[src/rtl/seg_pkg.sv]
// Shared constants and types for the 7-segment scan decoder.
// Glyphs are active-high gfedcba (bit0 = a); the decimal point is handled separately.
package seg_pkg;

   localparam int NUM_DIGITS = 4;

   localparam logic [6:0] GLYPH_0     = 7'h3F;
   localparam logic [6:0] GLYPH_1     = 7'h06;
   localparam logic [6:0] GLYPH_2     = 7'h5B;
   localparam logic [6:0] GLYPH_3     = 7'h4F;
   localparam logic [6:0] GLYPH_4     = 7'h66;
   localparam logic [6:0] GLYPH_5     = 7'h6D;
   localparam logic [6:0] GLYPH_6     = 7'h7D;
   localparam logic [6:0] GLYPH_7     = 7'h07;
   localparam logic [6:0] GLYPH_8     = 7'h7F;
   localparam logic [6:0] GLYPH_9     = 7'h6F;
   localparam logic [6:0] GLYPH_A     = 7'h77;
   localparam logic [6:0] GLYPH_B     = 7'h7C;
   localparam logic [6:0] GLYPH_C     = 7'h39;
   localparam logic [6:0] GLYPH_D     = 7'h5E;
   localparam logic [6:0] GLYPH_E     = 7'h79;
   localparam logic [6:0] GLYPH_F     = 7'h71;
   localparam logic [6:0] GLYPH_BLANK = 7'h00;

   // Anode tracker states
   typedef enum logic [1:0] {
      IDLE,
      SETTLE,
      HELD
   } scanState_e;

endpackage

[src/rtl/seg_glyph_decode.sv]
// Combinational glyph decoder: turns one raw active-high segment byte into a hex
// nibble plus decimal point, blank and error flags.
module seg_glyph_decode
   import seg_pkg::*;
(
   input  logic [7:0] glyph_i,
   output logic [3:0] nibble_o,
   output logic       dp_o,
   output logic       blank_o,
   output logic       err_o
);

   // Exact-match lookup of the seven segment bits; anything unknown is an error
   always_comb begin
      nibble_o = 4'h0;
      blank_o  = 1'b0;
      err_o    = 1'b0;
      dp_o     = glyph_i[7];
      case (glyph_i[6:0])
         GLYPH_0:     nibble_o = 4'h0;
         GLYPH_1:     nibble_o = 4'h1;
         GLYPH_2:     nibble_o = 4'h2;
         GLYPH_3:     nibble_o = 4'h3;
         GLYPH_4:     nibble_o = 4'h4;
         GLYPH_5:     nibble_o = 4'h5;
         GLYPH_6:     nibble_o = 4'h6;
         GLYPH_7:     nibble_o = 4'h7;
         GLYPH_8:     nibble_o = 4'h8;
         GLYPH_9:     nibble_o = 4'h9;
         GLYPH_A:     nibble_o = 4'hA;
         GLYPH_B:     nibble_o = 4'hB;
         GLYPH_C:     nibble_o = 4'hC;
         GLYPH_D:     nibble_o = 4'hD;
         GLYPH_E:     nibble_o = 4'hE;
         GLYPH_F:     nibble_o = 4'hF;
         GLYPH_BLANK: blank_o  = 1'b1;
         default:     err_o    = 1'b1;
      endcase
   end

endmodule

[src/rtl/seg_scan_decoder.sv]
// Receive side of the multiplexed 7-segment bus: tracks the scanned anodes,
// captures each digit once it has settled, and publishes the four digits once
// the same frame has been seen several times in a row.
module seg_scan_decoder
   import seg_pkg::*;
#(
   parameter int SETTLE_CYCLES  = 16,
   parameter int STABLE_FRAMES  = 3,
   parameter int TIMEOUT_CYCLES = 1048576
) (
   input  logic        Clk100Mhz,
   input  logic        rst,
   input  logic [7:0]  seg,
   input  logic [3:0]  an,
   output logic [15:0] value,
   output logic [3:0]  dp,
   output logic [3:0]  blank,
   output logic [3:0]  err,
   output logic        update,
   output logic        locked
);

   localparam logic [7:0]  SETTLE_LIM  = 8'(SETTLE_CYCLES);
   localparam logic [3:0]  STABLE_LIM  = 4'(STABLE_FRAMES);
   localparam logic [20:0] TIMEOUT_LIM = 21'(TIMEOUT_CYCLES);

   logic [7:0]  seg_q;
   logic [3:0]  an_q;
   logic [3:0]  anLast_q;
   logic        anOneLow;
   logic [1:0]  anIndex;

   scanState_e  state_q, state_d;
   logic [7:0]  cnt_q, cnt_d;
   logic [1:0]  idx_q, idx_d;
   logic        capture;

   logic [NUM_DIGITS-1:0][7:0] slots_q;
   logic [NUM_DIGITS-1:0][7:0] prev_q;
   logic                       prevValid_q;
   logic [NUM_DIGITS-1:0]      captured_q, captured_d;
   logic [3:0]                 match_q, match_d;
   logic                       frameClose;
   logic                       frameSame;

   logic [20:0] toCnt_q;
   logic        toReach;
   logic        locked_q;

   logic [15:0] decValue;
   logic [3:0]  decDp, decBlank, decErr;

   logic        pubPend_q;
   logic [15:0] stValue_q;
   logic [3:0]  stDp_q, stBlank_q, stErr_q;

   logic [15:0] value_q;
   logic [3:0]  dp_q, blank_q, err_q;
   logic        update_q;

   // One decoder per frame slot, so the whole frame decodes in parallel at close
   for (genvar d = 0; d < NUM_DIGITS; d++) begin : gDecode
      seg_glyph_decode uDecode (
         .glyph_i  (slots_q[d]),
         .nibble_o (decValue[4*d +: 4]),
         .dp_o     (decDp[d]),
         .blank_o  (decBlank[d]),
         .err_o    (decErr[d])
      );
   end

   // Register the pins once, and keep the previous anode sample for change detection
   always_ff @(posedge Clk100Mhz) begin
      if (rst) begin
         seg_q    <= 8'hFF;
         an_q     <= 4'hF;
         anLast_q <= 4'hF;
      end else begin
         seg_q    <= seg;
         an_q     <= an;
         anLast_q <= an_q;
      end
   end

   // Classify the anode pattern: exactly one low line selects a digit
   always_comb begin
      anOneLow = 1'b1;
      anIndex  = 2'd0;
      case (an_q)
         4'b1110: anIndex = 2'd0;
         4'b1101: anIndex = 2'd1;
         4'b1011: anIndex = 2'd2;
         4'b0111: anIndex = 2'd3;
         default: anOneLow = 1'b0;
      endcase
   end

   // Anode tracker state register
   always_ff @(posedge Clk100Mhz) begin
      if (rst) begin
         state_q <= IDLE;
         cnt_q   <= 8'd0;
         idx_q   <= 2'd0;
      end else begin
         state_q <= state_d;
         cnt_q   <= cnt_d;
         idx_q   <= idx_d;
      end
   end

   // Anode tracker next state; a capture fires the moment the settle count is reached
   always_comb begin
      state_d = state_q;
      cnt_d   = cnt_q;
      idx_d   = idx_q;
      capture = 1'b0;
      case (state_q)
         IDLE: begin
            cnt_d = 8'd0;
            if (anOneLow) begin
               state_d = SETTLE;
               cnt_d   = 8'd1;
               idx_d   = anIndex;
            end
         end
         SETTLE, HELD: begin
            if (an_q != anLast_q) begin
               if (anOneLow) begin
                  state_d = SETTLE;
                  cnt_d   = 8'd1;
                  idx_d   = anIndex;
               end else begin
                  state_d = IDLE;
                  cnt_d   = 8'd0;
               end
            end else if (state_q == SETTLE) begin
               cnt_d = cnt_q + 8'd1;
            end
         end
         default: begin
            state_d = IDLE;
            cnt_d   = 8'd0;
         end
      endcase
      if (state_d == SETTLE && cnt_d == SETTLE_LIM) begin
         capture = 1'b1;
         state_d = HELD;
      end
   end

   // Frame close, timeout expiry and the capture mask for the next cycle
   always_comb begin
      frameClose = (captured_q == 4'b1111);
      frameSame  = prevValid_q && (slots_q == prev_q);
      toReach    = !capture && (toCnt_q != TIMEOUT_LIM) && ((toCnt_q + 21'd1) == TIMEOUT_LIM);
      captured_d = captured_q;
      if (frameClose || toReach) begin
         captured_d = '0;
      end
      if (capture) begin
         captured_d[idx_d] = 1'b1;
      end
      match_d = match_q;
      if (frameClose) begin
         if (frameSame) begin
            match_d = (match_q == 4'hF) ? match_q : match_q + 4'd1;
         end else begin
            match_d = 4'd1;
         end
      end
   end

   // Slots, frame history, match counting, staging of a stable frame and the timeout
   always_ff @(posedge Clk100Mhz) begin
      if (rst) begin
         slots_q     <= '0;
         prev_q      <= '0;
         prevValid_q <= 1'b0;
         captured_q  <= '0;
         match_q     <= 4'd0;
         toCnt_q     <= 21'd0;
         locked_q    <= 1'b0;
         pubPend_q   <= 1'b0;
         stValue_q   <= 16'h0000;
         stDp_q      <= 4'b0000;
         stBlank_q   <= 4'b1111;
         stErr_q     <= 4'b0000;
      end else begin
         captured_q <= captured_d;
         match_q    <= match_d;
         if (capture) begin
            slots_q[idx_d] <= ~seg_q;
         end
         if (frameClose && !frameSame) begin
            prev_q      <= slots_q;
            prevValid_q <= 1'b1;
         end
         pubPend_q <= 1'b0;
         if (frameClose && match_d == STABLE_LIM) begin
            pubPend_q <= 1'b1;
            stValue_q <= decValue;
            stDp_q    <= decDp;
            stBlank_q <= decBlank;
            stErr_q   <= decErr;
         end
         if (capture) begin
            toCnt_q  <= 21'd0;
            locked_q <= 1'b1;
         end else if (toCnt_q != TIMEOUT_LIM) begin
            toCnt_q <= toCnt_q + 21'd1;
            if (toReach) begin
               locked_q <= 1'b0;
            end
         end
      end
   end

   // Publish a staged stable frame only if it differs from what is already shown
   always_ff @(posedge Clk100Mhz) begin
      if (rst) begin
         value_q  <= 16'h0000;
         dp_q     <= 4'b0000;
         blank_q  <= 4'b1111;
         err_q    <= 4'b0000;
         update_q <= 1'b0;
      end else begin
         update_q <= 1'b0;
         if (pubPend_q && ({stValue_q, stDp_q, stBlank_q, stErr_q} != {value_q, dp_q, blank_q, err_q})) begin
            value_q  <= stValue_q;
            dp_q     <= stDp_q;
            blank_q  <= stBlank_q;
            err_q    <= stErr_q;
            update_q <= 1'b1;
         end
      end
   end

   assign value  = value_q;
   assign dp     = dp_q;
   assign blank  = blank_q;
   assign err    = err_q;
   assign update = update_q;
   assign locked = locked_q;

endmodule

[config.mk]
export PLATFORM = sky130hd
export DESIGN_NAME = seg_scan_decoder
export DESIGN_NICKNAME = d
export VERILOG_FILES = /design/src/rtl/seg_pkg.sv /design/src/rtl/seg_glyph_decode.sv /design/src/rtl/seg_scan_decoder.sv
export SDC_FILE = /design/constraint.sdc
export NUM_CORES = 1
export LEC_CHECK = 0
export ABC_CLOCK_PERIOD_IN_PS = 7790
export BUFFER_PORTS_ARGS = -buffer_cell sky130_fd_sc_hd__buf_2
export CAP_MARGIN = 20
export CELL_PAD_IN_SITES_DETAIL_PLACEMENT = 0
export CELL_PAD_IN_SITES_GLOBAL_PLACEMENT = 1
export CORE_ASPECT_RATIO = 0.75
export CORE_MARGIN = 2
export CORE_UTILIZATION = 51
export CTS_CLUSTER_DIAMETER = 120
export CTS_CLUSTER_SIZE = 8
export DETAILED_ROUTE_END_ITERATION = 16
export GPL_ROUTABILITY_DRIVEN = 0
export PLACE_DENSITY = 0.95
export SYNTH_ARGS = -nofsm -noshare
export SYNTH_HDL_FRONTEND = slang
export SYNTH_SLANG_ARGS = --single-unit
[constraint.sdc]
create_clock -name Clk100Mhz -period 7.79 [get_ports Clk100Mhz]
set_input_delay 0.3895 -clock Clk100Mhz [delete_from_list [all_inputs] [get_ports Clk100Mhz]]
set_output_delay 0.3895 -clock Clk100Mhz [all_outputs]
set_load 0.1 [all_outputs]
==> results.md <==
* Placed instance count at 1290
* DRC Markers at 0
* TNS Setup at 0 ns
* Clock root cell: clkbuf_16
* Die H at 121 um
* CP required at 8.11 ns
* Multi-input logic area at 5270 sq um
* Yosys top cell area share at 38.9%
* Area Growth Syn to Fin at 8.38%
* Post-DP HPWL at 13800 um
* Met1 Use GR at 33.8%
* Vias in the first global route at 6485
* Non-Filler Instances at 1322
* Post-synthesis sequential area ratio at 38.9%
* Nets at 1089
* Static Leak at 0.00436 uW
* Die width at 160 um
* Mapped Area at 9310 sq um
* Inserted Clock Buffers at 17
* TritonRoute pass-1 iters at 5
* Synth warnings at 0
* Initial antenna violation count at 0
* Hold Violations, Final at 0
* Via/cell ratio at 5.65
* Hold Buf Count CTS at 0
* First-pass GRT wire length at 33400 um
* Wire per inst at 15.4 um
* Peak VDD IR at 0.149 mV
* Synth Area per Inst at 8.58 sq um
* Global Route met2 Usage at 29.4%
* Final setup vio count at 0
* Status: finished, final reports clean
* HP Class: input port to flop
* Initial Util at 52.4%
* Fmax at 296 MHz
* Crit start category: flop
* Period utilization at 43.3%
* Pwr dens at 185 nW/um^2
* # IOs at 44
* Share of post-route cells with drive strength above 1 at 11.1%
* Post-Syn Nets at 1108
* Sequential cell area at 3620 sq um
* Antenna viol nets, final at 0
* Predominant post-synthesis flop cell: dfxtp_1
* Skew final at 0.0102 ns
* Worst setup EP type: flop
* CTS clk-pin slew, worst paths at 0.07 ns
* Yosys top cell by area: dfxtp_1
* Synth Instances at 1086
* Rows at 42
* EDFF count, synth at 0
* Max Cap Viol at 0
* GRT met3 Usage at 3.76%
* I/O Buffers at 43
* CTS Sinks at 181
* Register bit count reported by yosys at 181
* Largest net degree at the start of global routing at 97
* DRT iter0 DRCs at 663
* Slew margin rel. at 33.8%
* N_diodes at 0
* Post-CTS setup buffer count at 0
* H-tree levels at 4
* Routed via count at 7470
* WL final at 20300 um
* Grt peak-use layer: met1
* CTS tree: yes
* Critical Setup Path Class: flop to flop
* Fillers at 1591
* Tot GR Track Use at 21.3%
* Total core area at 17800 sq um
* Later-pin clock latency in the skew report at 0.43 ns
* CP arrival at 3.70 ns
* CTS resizes at 0
* Die ar. at 19400 sq um
* Crit path time final at 3.37 ns
* Asr flop ratio synth at 0%
* RSZ-0062 raised after global routing: false
* Total gr overflow at 0
* Area contributors post-synth: dfxtp_1, mux2i_1, xor2_1
* Post-synth cell types at 76
* Fin. max-slew vios at 0
* CP max FO at 48
* Clock buffer depth at 2
* Worst slew pin tran at 0.993 ns
path summary, 6_finish.rpt:
kind,from,to,slack (ns),depth (start not counted)
worst min-delay path,an[2],an_q[2],0.14,2
worst max-delay path,slots_q[8],stValue_q[4],4.42,7
worst min register to register,prevValid_q,prevValid_q,0.47,2
worst max register to register,slots_q[8],stValue_q[4],4.42,7
cell usage in the layout, fill, tap and decap left out, types with 8 or more instances in the layout:
cell type,n
nand2b_1,13
dfxtp_1,181
nor3_1,20
nor2_1,141
nand3_1,16
o21ai_0,32
clkbuf_16,17
inv_1,19
xor2_1,71
o22ai_1,12
nor4_1,18
and3_1,10
or2_2,28
xnor2_1,35
mux2i_1,102
nand2_1,103
nand4_1,34
ha_1,8
a21oi_1,23
buf_2,42
a211oi_1,13
flip-flops by register name, summed over array words and instances, names as in the netlist:
name         count
anLast_q         4
an_q             4
blank            4
captured_q       4
cnt_q            8
dp               4
err              4
idx_q            2
locked           1
match_q          4
prevValid_q      1
prev_q          32
pubPend_q        1
seg_q            8
slots_q         32
stBlank_q        4
stDp_q           4
stErr_q          4
stValue_q       16
state_q          2
toCnt_q         21
update           1
value           16
where the power goes:
part	leakage [uW]	total, uW	internal, uW	switching [uW]
Clock	0.000279	842	464	378
Combinational	0.00262	77.1	28.8	48.3
Sequential	0.00146	943	933	9.87
final cells by class:
cell class / instances / area share [%]
clock buffer: 20 / 4.52
clock inverter: 12 / 1.21
multi-input combinational: 801 / 52.2
sequential: 181 / 35.9
tap: 242 / 3.00
timing repair buffer: 47 / 2.45
inverter: 19 / 0.707
synthesized netlist by cell type, drive strengths merged (5+ instances only):
master / number
a211oi: 14
nand3b: 7
inv: 19
nor3: 22
o21ai: 34
o22ai: 12
xor2: 71
or2: 29
a21oi: 23
nor4: 20
nand4: 34
nor2b: 7
ha: 8
and4: 7
mux2i: 102
and2: 7
nand2b: 14
and3: 11
nand3: 16
xnor2: 35
nand4b: 7
a22oi: 5
clkbuf: 56
a41oi: 5
nor2: 141
nand2: 104
o31ai: 7
dfxtp: 181
buf: 29
critical path, stage by stage, from the launching register on:
cell and delay, ns:
dfxtp_1 0.71, xor2_1 0.15, nor4_1 0.37, nand3_1 0.15, nor3_2 0.46, and3_2 0.92, o221ai_1 0.30, o211a_1 0.20
cell families after synthesis:
logic type	after synthesis	synth area share [%]
simple gates	440	23.6
fa+ha+maj	8	1.07
flops	181	38.9
compound gates	144	10.8
mux	103	11.1
xor+xnor	106	9.97
buf+inv	104	4.64
layer usage:
metal	vias to the layer above	part of all wire, %
met3	19	5.6
li1	3764	-
met1	3485	52
met5	-	0
met4	0	0.92
met2	202	41
per-stage QoR:
step                util, %  hold WS (ns)  power, uW  worst slack [ns]  cell area, sq um
global route           56.8         0.130       1930              4.02             10100
global placement       53.6         0.437       1040              4.57              9510
CTS                    56.8         0.123       1880              4.47             10100
finish                 56.8         0.140       1860              4.42             10100
floorplan                 -         0.426       1020              5.03              9310
detailed placement     53.6         0.462       1040              4.49              9510
No activity file was read; power rests on OpenSTA's default activity.
